$ cat src/rtl/bus_arb_pkg.sv
// bus_arb_pkg: shared types and constants for the two-master bus arbiter.
package bus_arb_pkg;

  typedef enum logic [1:0] {
    IDLE  = 2'd0,
    BUSY0 = 2'd1,
    BUSY1 = 2'd2
  } arb_state_e;

  // Master identifier: 0 = CPU data port, 1 = DMA/debug.
  typedef logic master_id_t;

  // Read data returned to a master whose transaction was aborted by timeout.
  localparam logic [31:0] ABORT_DATA = 32'hDEAD_BEEF;

endpackage

$ cat src/rtl/bus_arb_rr.sv
// bus_arb_rr: two-way round-robin pick. On a tie the master not granted
// last wins; a lone request always wins.
module bus_arb_rr
  import bus_arb_pkg::*;
(
  input  logic [1:0] req_i,
  input  master_id_t last_i,
  output master_id_t gnt_o,
  output logic       gnt_vld_o
);

  // Grant selection from masked requests and last-grant history.
  always_comb begin
    gnt_vld_o = |req_i;
    gnt_o     = 1'b0;
    if (&req_i) begin
      gnt_o = ~last_i;
    end else if (req_i[1]) begin
      gnt_o = 1'b1;
    end
  end

endmodule

$ cat src/rtl/bus_arbiter.sv
// bus_arbiter: two-master, single-outstanding shared-bus arbiter.
// Optional feature: define BUS_ARB_TIMEOUT_EN to abort a BUSY phase after
// TimeoutCycles cycles without s_ready_i (ack + err_o, rdata = ABORT_DATA).
module bus_arbiter
  import bus_arb_pkg::*;
#(
  parameter int DataWidth     = 32,
  parameter int TimeoutCycles = 64
) (
  input  logic                 clk,
  input  logic                 rst_n,
  input  logic                 m0_req_i,
  input  logic [DataWidth-1:0] m0_addr_i,
  input  logic [DataWidth-1:0] m0_wdata_i,
  input  logic                 m0_wr_i,
  output logic [DataWidth-1:0] m0_rdata_o,
  output logic                 m0_ack_o,
  input  logic                 m1_req_i,
  input  logic [DataWidth-1:0] m1_addr_i,
  input  logic [DataWidth-1:0] m1_wdata_i,
  input  logic                 m1_wr_i,
  output logic [DataWidth-1:0] m1_rdata_o,
  output logic                 m1_ack_o,
  output logic [DataWidth-1:0] s_addr_o,
  output logic [DataWidth-1:0] s_wdata_o,
  output logic                 s_wr_o,
  output logic                 s_strobe_o,
  input  logic [DataWidth-1:0] s_rdata_i,
  input  logic                 s_ready_i,
  output logic                 err_o
);

  // A zero timeout would abort before the strobe cycle could complete.
  if (TimeoutCycles < 1) begin : g_cfg_chk
    $error("bus_arbiter: TimeoutCycles must be >= 1");
  end

  arb_state_e                      state_q, state_d;
  master_id_t                      last_q, last_d;
  logic [DataWidth-1:0]            addr_q, addr_d;
  logic [DataWidth-1:0]            wdata_q, wdata_d;
  logic                            wr_q, wr_d;
  logic                            strobe_q, strobe_d;
  logic [1:0]                      ack_q, ack_d;
  logic [1:0][DataWidth-1:0]       rdata_q, rdata_d;
  logic [1:0]                      req_m;
  master_id_t                      gnt, owner;
  logic                            gnt_vld;

`ifdef BUS_ARB_TIMEOUT_EN
  localparam int CntW = (TimeoutCycles > 1) ? $clog2(TimeoutCycles) : 1;
  logic [CntW-1:0] cnt_q, cnt_d;
  logic            err_q, err_d;
`endif

  // A master being acked this cycle is hidden so its held req is not reissued.
  assign req_m = {m1_req_i & ~ack_q[1], m0_req_i & ~ack_q[0]};
  assign owner = (state_q == BUSY1);

  bus_arb_rr u_rr (
    .req_i    (req_m),
    .last_i   (last_q),
    .gnt_o    (gnt),
    .gnt_vld_o(gnt_vld)
  );

  // Next-state and output computation for the IDLE/BUSY0/BUSY1 FSM.
  always_comb begin
    state_d  = state_q;
    last_d   = last_q;
    addr_d   = addr_q;
    wdata_d  = wdata_q;
    wr_d     = wr_q;
    strobe_d = 1'b0;
    ack_d    = 2'b00;
    rdata_d  = '0;
`ifdef BUS_ARB_TIMEOUT_EN
    cnt_d    = cnt_q;
    err_d    = 1'b0;
`endif
    unique case (state_q)
      IDLE: begin
        // s_ready_i deliberately ignored here.
        if (gnt_vld) begin
          state_d  = gnt ? BUSY1 : BUSY0;
          last_d   = gnt;
          addr_d   = gnt ? m1_addr_i  : m0_addr_i;
          wdata_d  = gnt ? m1_wdata_i : m0_wdata_i;
          wr_d     = gnt ? m1_wr_i    : m0_wr_i;
          strobe_d = 1'b1;
`ifdef BUS_ARB_TIMEOUT_EN
          cnt_d    = '0;
`endif
        end
      end
      BUSY0, BUSY1: begin
        if (s_ready_i) begin
          ack_d[owner]   = 1'b1;
          rdata_d[owner] = s_rdata_i;
          wr_d           = 1'b0;
          state_d        = IDLE;
        end
`ifdef BUS_ARB_TIMEOUT_EN
        else if (cnt_q == CntW'(TimeoutCycles - 1)) begin
          ack_d[owner]   = 1'b1;
          rdata_d[owner] = DataWidth'(ABORT_DATA);
          err_d          = 1'b1;
          wr_d           = 1'b0;
          state_d        = IDLE;
        end else begin
          cnt_d = cnt_q + 1'b1;
        end
`endif
      end
      default: begin
        state_d = IDLE;
        wr_d    = 1'b0;
      end
    endcase
  end

  // State and registered outputs; reset drops any in-flight transaction.
  always_ff @(posedge clk or negedge rst_n) begin
    if (!rst_n) begin
      state_q  <= IDLE;
      last_q   <= 1'b1;
      addr_q   <= '0;
      wdata_q  <= '0;
      wr_q     <= 1'b0;
      strobe_q <= 1'b0;
      ack_q    <= 2'b00;
      rdata_q  <= '0;
    end else begin
      state_q  <= state_d;
      last_q   <= last_d;
      addr_q   <= addr_d;
      wdata_q  <= wdata_d;
      wr_q     <= wr_d;
      strobe_q <= strobe_d;
      ack_q    <= ack_d;
      rdata_q  <= rdata_d;
    end
  end

`ifdef BUS_ARB_TIMEOUT_EN
  // BUSY-cycle counter and abort flag.
  always_ff @(posedge clk or negedge rst_n) begin
    if (!rst_n) begin
      cnt_q <= '0;
      err_q <= 1'b0;
    end else begin
      cnt_q <= cnt_d;
      err_q <= err_d;
    end
  end
  assign err_o = err_q;
`else
  assign err_o = 1'b0;
`endif

  assign s_addr_o   = addr_q;
  assign s_wdata_o  = wdata_q;
  assign s_wr_o     = wr_q;
  assign s_strobe_o = strobe_q;
  assign m0_ack_o   = ack_q[0];
  assign m1_ack_o   = ack_q[1];
  assign m0_rdata_o = rdata_q[0];
  assign m1_rdata_o = rdata_q[1];

endmodule
$ cat config.mk
export PLATFORM = sky130hd
export DESIGN_NAME = bus_arbiter
export DESIGN_NICKNAME = d
export VERILOG_FILES = /design/src/rtl/bus_arb_pkg.sv /design/src/rtl/bus_arb_rr.sv /design/src/rtl/bus_arbiter.sv
export SDC_FILE = /design/constraint.sdc
export NUM_CORES = 1
export LEC_CHECK = 0
export CORE_MARGIN = 2
export CORE_UTILIZATION = 39
export CTS_BUF_LIST = sky130_fd_sc_hd__clkbuf_16
export DETAILED_ROUTE_END_ITERATION = 10
export GPL_TIMING_DRIVEN = 0
export PLACE_DENSITY_LB_ADDON = 0.25
export SLEW_MARGIN = 20
export SYNTH_ARGS = -nofsm -noshare
export SYNTH_HDL_FRONTEND = slang
export SYNTH_HIERARCHICAL = 1
export SYNTH_SLANG_ARGS = --single-unit
$ cat constraint.sdc
create_clock -name clk -period 1.92 [get_ports clk]
set_input_delay 0.288 -clock clk [delete_from_list [all_inputs] [get_ports clk]]
set_output_delay 0.288 -clock clk [all_outputs]
set_load 0.02 [all_outputs]
* Word-level counts from Yosys, hierarchy flattened
Index checks and enable logic that the tools add are counted.
** Word-level totals
- Output and inout bits :: 133
- Register bits after elaboration :: 135
- Word-level logic and storage cells :: 50
- Input bits :: 167
** Cells by class
- Reduce and logical (&&, ||, !) cells :: 7
- Order comparisons :: 2
- Eq/ne operators :: 4
- Mux-type cells :: 22
- Bitwise gates (word level) :: 6
** Operator list (number)
- $mux 64 :: 2
- $mux 32 :: 3
- $and 64x64->64 :: 1
- $demux 32 s1 :: 1
- $mux 2 :: 5
- $mux 1 :: 8
- $reduce_and 2->1 :: 3
- $ne 2x2->1 const B :: 2
- $pmux 2 s2 :: 1
- $reduce_or 2->1 :: 2
- $not 1->1 :: 3
- $and 1x1->1 :: 2
- $eq 2x1->1 const B :: 1
- $eq 2x2->1 const B :: 1
- $logic_not 2->1 :: 1
- $lt 1x2->1 const B :: 1
- $pmux 1 s2 :: 1
- $demux 1 s1 :: 1
- $ge 1x1->1 const B :: 1
- $logic_and 1x1->1 :: 1

* Logic depth before layout (Yosys ltp)
- Depth after elaboration :: 8
- Depth in mapped cells :: 7

* By module
The synthesis kept the hierarchy.
** By module, submodules not included
- bus_arbiter :: times used 1, seq. area each 3379.5 µm², cells an instance 449, area an instance 5385.2 µm²
- bus_arb_rr :: times used 1, seq. area each 0.0 µm², cells an instance 2, area an instance 13.8 µm²

* Worst setup path after synthesis
No wires, ideal clock.
- Path kind :: register to register
- Start point :: register ack_q[1]
- End point :: register addr_q[16], in the netlist s_addr_o[16]
- Setup slack :: 0.393 ns
- Arrival :: 1.395 ns
- Library setup time :: 0.132 ns
- Cell stages (with the launch flop) :: 8
- Data required time :: 1.788 ns
- Cells stage by stage :: dfrtp_1 nor2b_1 a21boi_1 buf_4 buf_12 buf_12 mux2i_1 o21ai_1
** On the way
- Cells in the longest elaborated chain, start to end :: 5
- Elaborated cells between the ends (all ways) :: 8
- Classes of those cells :: mux: 3; bitwise: 2; reduce/logical: 3
** RTL lines
- start, declared :: RTL line bus_arbiter.sv:44 : logic [1:0] ack_q, ack_d;
- start signal, assigned :: RTL line bus_arbiter.sv:140 : ack_q <= ack_d;
- $not 1->1 (*) :: RTL line bus_arbiter.sv:57 : assign req_m = {m1_req_i & ~ack_q[1], m0_req_i & ~ack_q[0]};
- $and 1x1->1 (*) :: RTL line bus_arbiter.sv:57
- named net req_m[1] :: RTL line bus_arbiter.sv:46 : logic [1:0] req_m;
- $mux 1 / $reduce_and 2->1 (equally long branches) :: RTL line bus_arb_rr.sv:18, bus_arb_rr.sv:16
- $mux 1 (*) :: RTL line bus_arb_rr.sv:16 : if (&req_i) begin
- named net gnt :: RTL line bus_arbiter.sv:47 : master_id_t gnt, owner;
- $mux 32 (*) :: RTL line bus_arbiter.sv:87 : addr_d = gnt ? m1_addr_i : m0_addr_i;
- end signal, assigned :: RTL line bus_arbiter.sv:136 : addr_q <= addr_d;
- end, declared :: RTL line bus_arbiter.sv:40 : logic [DataWidth-1:0] addr_q, addr_d;
Mark *: on every way through the listed nets, which the timed path passes. The rest lies on a longest branch.
A chain may end at the register's enable or synchronous reset.

* Final worst setup path
- Start point :: register ack_q[0]
- End point :: register addr_q[14], in the netlist s_addr_o[14]
** On the way
- Cells in the longest elaborated chain, start to end :: 5
- Elaborated cells between the ends (all ways) :: 7
- Classes of those cells :: mux: 2; bitwise: 2; reduce/logical: 3
** RTL lines (RTL line)
- $not 1->1 :: bus_arbiter.sv:57
- $and 1x1->1 :: bus_arbiter.sv:57
- named net req_m[0] :: bus_arbiter.sv:46
- $reduce_and 2->1 :: bus_arb_rr.sv:16
- $mux 1 :: bus_arb_rr.sv:16
- named net gnt :: bus_arbiter.sv:47
- $mux 32 :: bus_arbiter.sv:87
The timed path passes the listed nets, and every way through them passes these cells.

==> metrics <==
status=finished clean; DR pass1 iterations=4; clk root buf=clkbuf_16; Initial DRC Count=approximately 170; Crit Path Max Fanout=10; post-DP HPWL=between 10000 and 15000 µm; post-synthesis cell type count=24; clk sinks=around 140; ANT cells=0; Min Hold Slack=0.4025 ns; pre-CTS setup slack=-0.2385 ns; Row Count=42; DRC=0; Final ANT Viol Nets=0; post-CTS sizing=0; synth top area cells=dfrtp_1 (62%), mux2i_1 (12%), and2_1 (7.5%); Final period util=around nine tenths; Synth area leader=dfrtp_1; Req. time, crit path=2.20 ns; Fmax=573.4 MHz; Slew Limit Fails=0; Reg2Reg Setup Slack=0.18 ns; TritonCTS clock tree=yes; vias in the first global route=4694; Mean Syn Cell Area=about 12 µm²; core area=0.01340 mm²; drt wl/cell=approximately 17 µm; Top FF cell, synth=dfrtp_1; Fillers=~1.0k; Clock Skews=0.005402 ns; CP endpoint kind=flop; Final Hold Fails=0; Num CTS Buffers=17; Synth Instances=451; max_cap viols=0; Vias per Instance=4.591; final setup vio count=0; NumNets Final=940; setup TNS=0 ns; area grow syn2layout=71.03%; # IOs=300; Clk Latency, worst-skew pair=between 0.4 and 0.5 ns; die width=121.7 µm; fin util=68.91%; Port Buffers=298; post-CTS setup buffer count=0; initial antenna violation count=0; clk buf depth=2; Die Area=0.01480 mm²; share of the synthesized area in the top cell type=62.11%; HP Class=in -> async; largest net degree at the start of global routing=between 70 and 80; Post-synth EDFFs=0; Leakage=0.004143 µW; peak supply drop=between 0.6 and 0.7 mV; ys async rst share=100.0%; Initial Util=40.29%; DIE HEIGHT=~120 µm; first-pass GRT wire length=24360 µm; H-tree Lvls=4; most frequent cell after synthesis=dfrtp_1; Post-Syn Nets=621; gr ovfl total=0; layout cells sized above 1=around 7.0%; pwr dens=1440 mW/mm²; register area share after synthesis=62.60%; worst setup margin=0.1760 ns; final wirelength=approximately 16000 µm; Total GRT Usage=a little over a fifth; RSZ-0062 raised after global routing=no; Vias=4403; clock-pin transition on the worst setup and hold timing paths=~0.060 ns; Tmin final=roughly 1.7 ns; most common library cells after synthesis=dfrtp_1 (134), nand2_1 (69), and2_1 (65), mux2i_1 (65), o21ai_0 (44); Seq cells post-synth=135; Worst Setup Start Kind=flop; area of the multi-input gates=0.001785 mm²; YS warnings=6; Final GP Congestion=roughly 0.76; flip-flop and latch area=0.003379 mm²; mapped cell area=0.005399 mm²; Crit path arrival time=2.02 ns; Crit Path Class=reg -> reg
[placed cells by master (no fill, tap or decap), types with 3 or more instances in the layout]
| cell type | instances |
|---|---|
| and2_1 | 65 |
| buf_12 | 3 |
| buf_2 | 8 |
| buf_6 | 6 |
| bufinv_16 | 3 |
| clkbuf_1 | 8 |
| clkbuf_16 | 17 |
| clkdlybuf4s50_1 | 297 |
| clkinv_4 | 3 |
| clkinvlp_4 | 3 |
| dfrtp_1 | 134 |
| ha_1 | 3 |
| inv_1 | 5 |
| mux2i_1 | 65 |
| nand2_1 | 69 |
| nor2b_1 | 4 |
| o21ai_0 | 44 |
| o21ai_1 | 25 |
[stage by stage]
stage | total power (µW) | cell area, µm² | instances
finish | 13290 | 9234 | 959
global route | 14000 | 9234 | 959
CTS | 13460 | 9234 | 959
detailed placement | 10220 | 8635 | 926
global placement | 10060 | 8602 | 925
floorplan | 7233 | 5399 | 451
[registers in the layout (all words and copies together) (netlist names)]
name	cells
state_q	2
s_addr_o	32
m0_rdata_o	32
ack_q	2
s_strobe_o	1
m1_rdata_o	32
s_wdata_o	32
last_q	1
s_wr_o	1
[area by class of cell]
cell class,count,share of cell area (%)
Inverter,3,0.1220
Tap cell,176,2.385
Buffer,29,2.412
Multi-Input combinational cell,284,19.34
Timing Repair Buffer,300,32.76
Clock buffer,17,4.607
Clock inverter,15,1.775
Sequential cell,135,36.60
[final timing paths]
path                                         start                        end  depth (start not counted)
worst max-delay path            ack_q[0]$_DFF_PN0_   s_addr_o[14]$_DFFE_PN0P_                          7
worst min-delay path                         rst_n  s_wdata_o[24]$_DFFE_PN0P_                          2
worst max register to register  ack_q[0]$_DFF_PN0_   s_addr_o[14]$_DFFE_PN0P_                          7
worst min register to register  last_q$_DFFE_PN1P_         last_q$_DFFE_PN1P_                          2
max in group asynchronous                    rst_n    m1_rdata_o[2]$_DFF_PN0_                          3
min in group clk                     s_rdata_i[24]   m1_rdata_o[24]$_DFF_PN0_                          2
[critical path, cell delays in order (launching register included)]
cell      delay, ns
dfrtp_1        0.38
nor2b_1        0.31
a21boi_1       0.12
buf_4          0.20
buf_12         0.16
buf_12         0.15
mux2i_1        0.20
o21ai_1        0.08
[power breakdown]
group | switching [µW] | total, µW | internal (µW)
registers | 422 | 4220 | 3800
logic | 3130 | 5890 | 2750
clock network | 1170 | 3190 | 2020
total | 4720 | 13300 | 8570
[per-layer routing]
metal / GRT usage [%] / wire length, µm / vias to the layer above / part of all wire, %
met5: 0 / 0 / - / 0
met4: 7.328 / 241 / 0 / 1.5
met3: 10.72 / 1969 / 20 / 12
met2: 39.29 / 8122 / 192 / 51
met1: 22.20 / 5697 / 2061 / 36
li1: - / - / 2130 / -
[timing repair]
action                                  CTS  global route
hold buffers                              1             0
endpoints found under the hold margin    62             0
endpoints found under the setup margin    0             0
[kinds of logic (layout without fill, tap and decap cells)]
| family | count (synthesis) | count (layout) | synth area share, % |
|---|---|---|---|
| flops | 135 | 135 | 62.60 |
| mux | 65 | 65 | 12.05 |
| fa+ha+maj | 3 | 3 | 0.6953 |
| compound gates | 71 | 71 | 6.767 |
| buf+inv | 32 | 364 | 4.334 |
| simple gates | 144 | 144 | 13.49 |
| other cells | 1 | 1 | 0.06946 |
(Power assumes the default switching activity.)
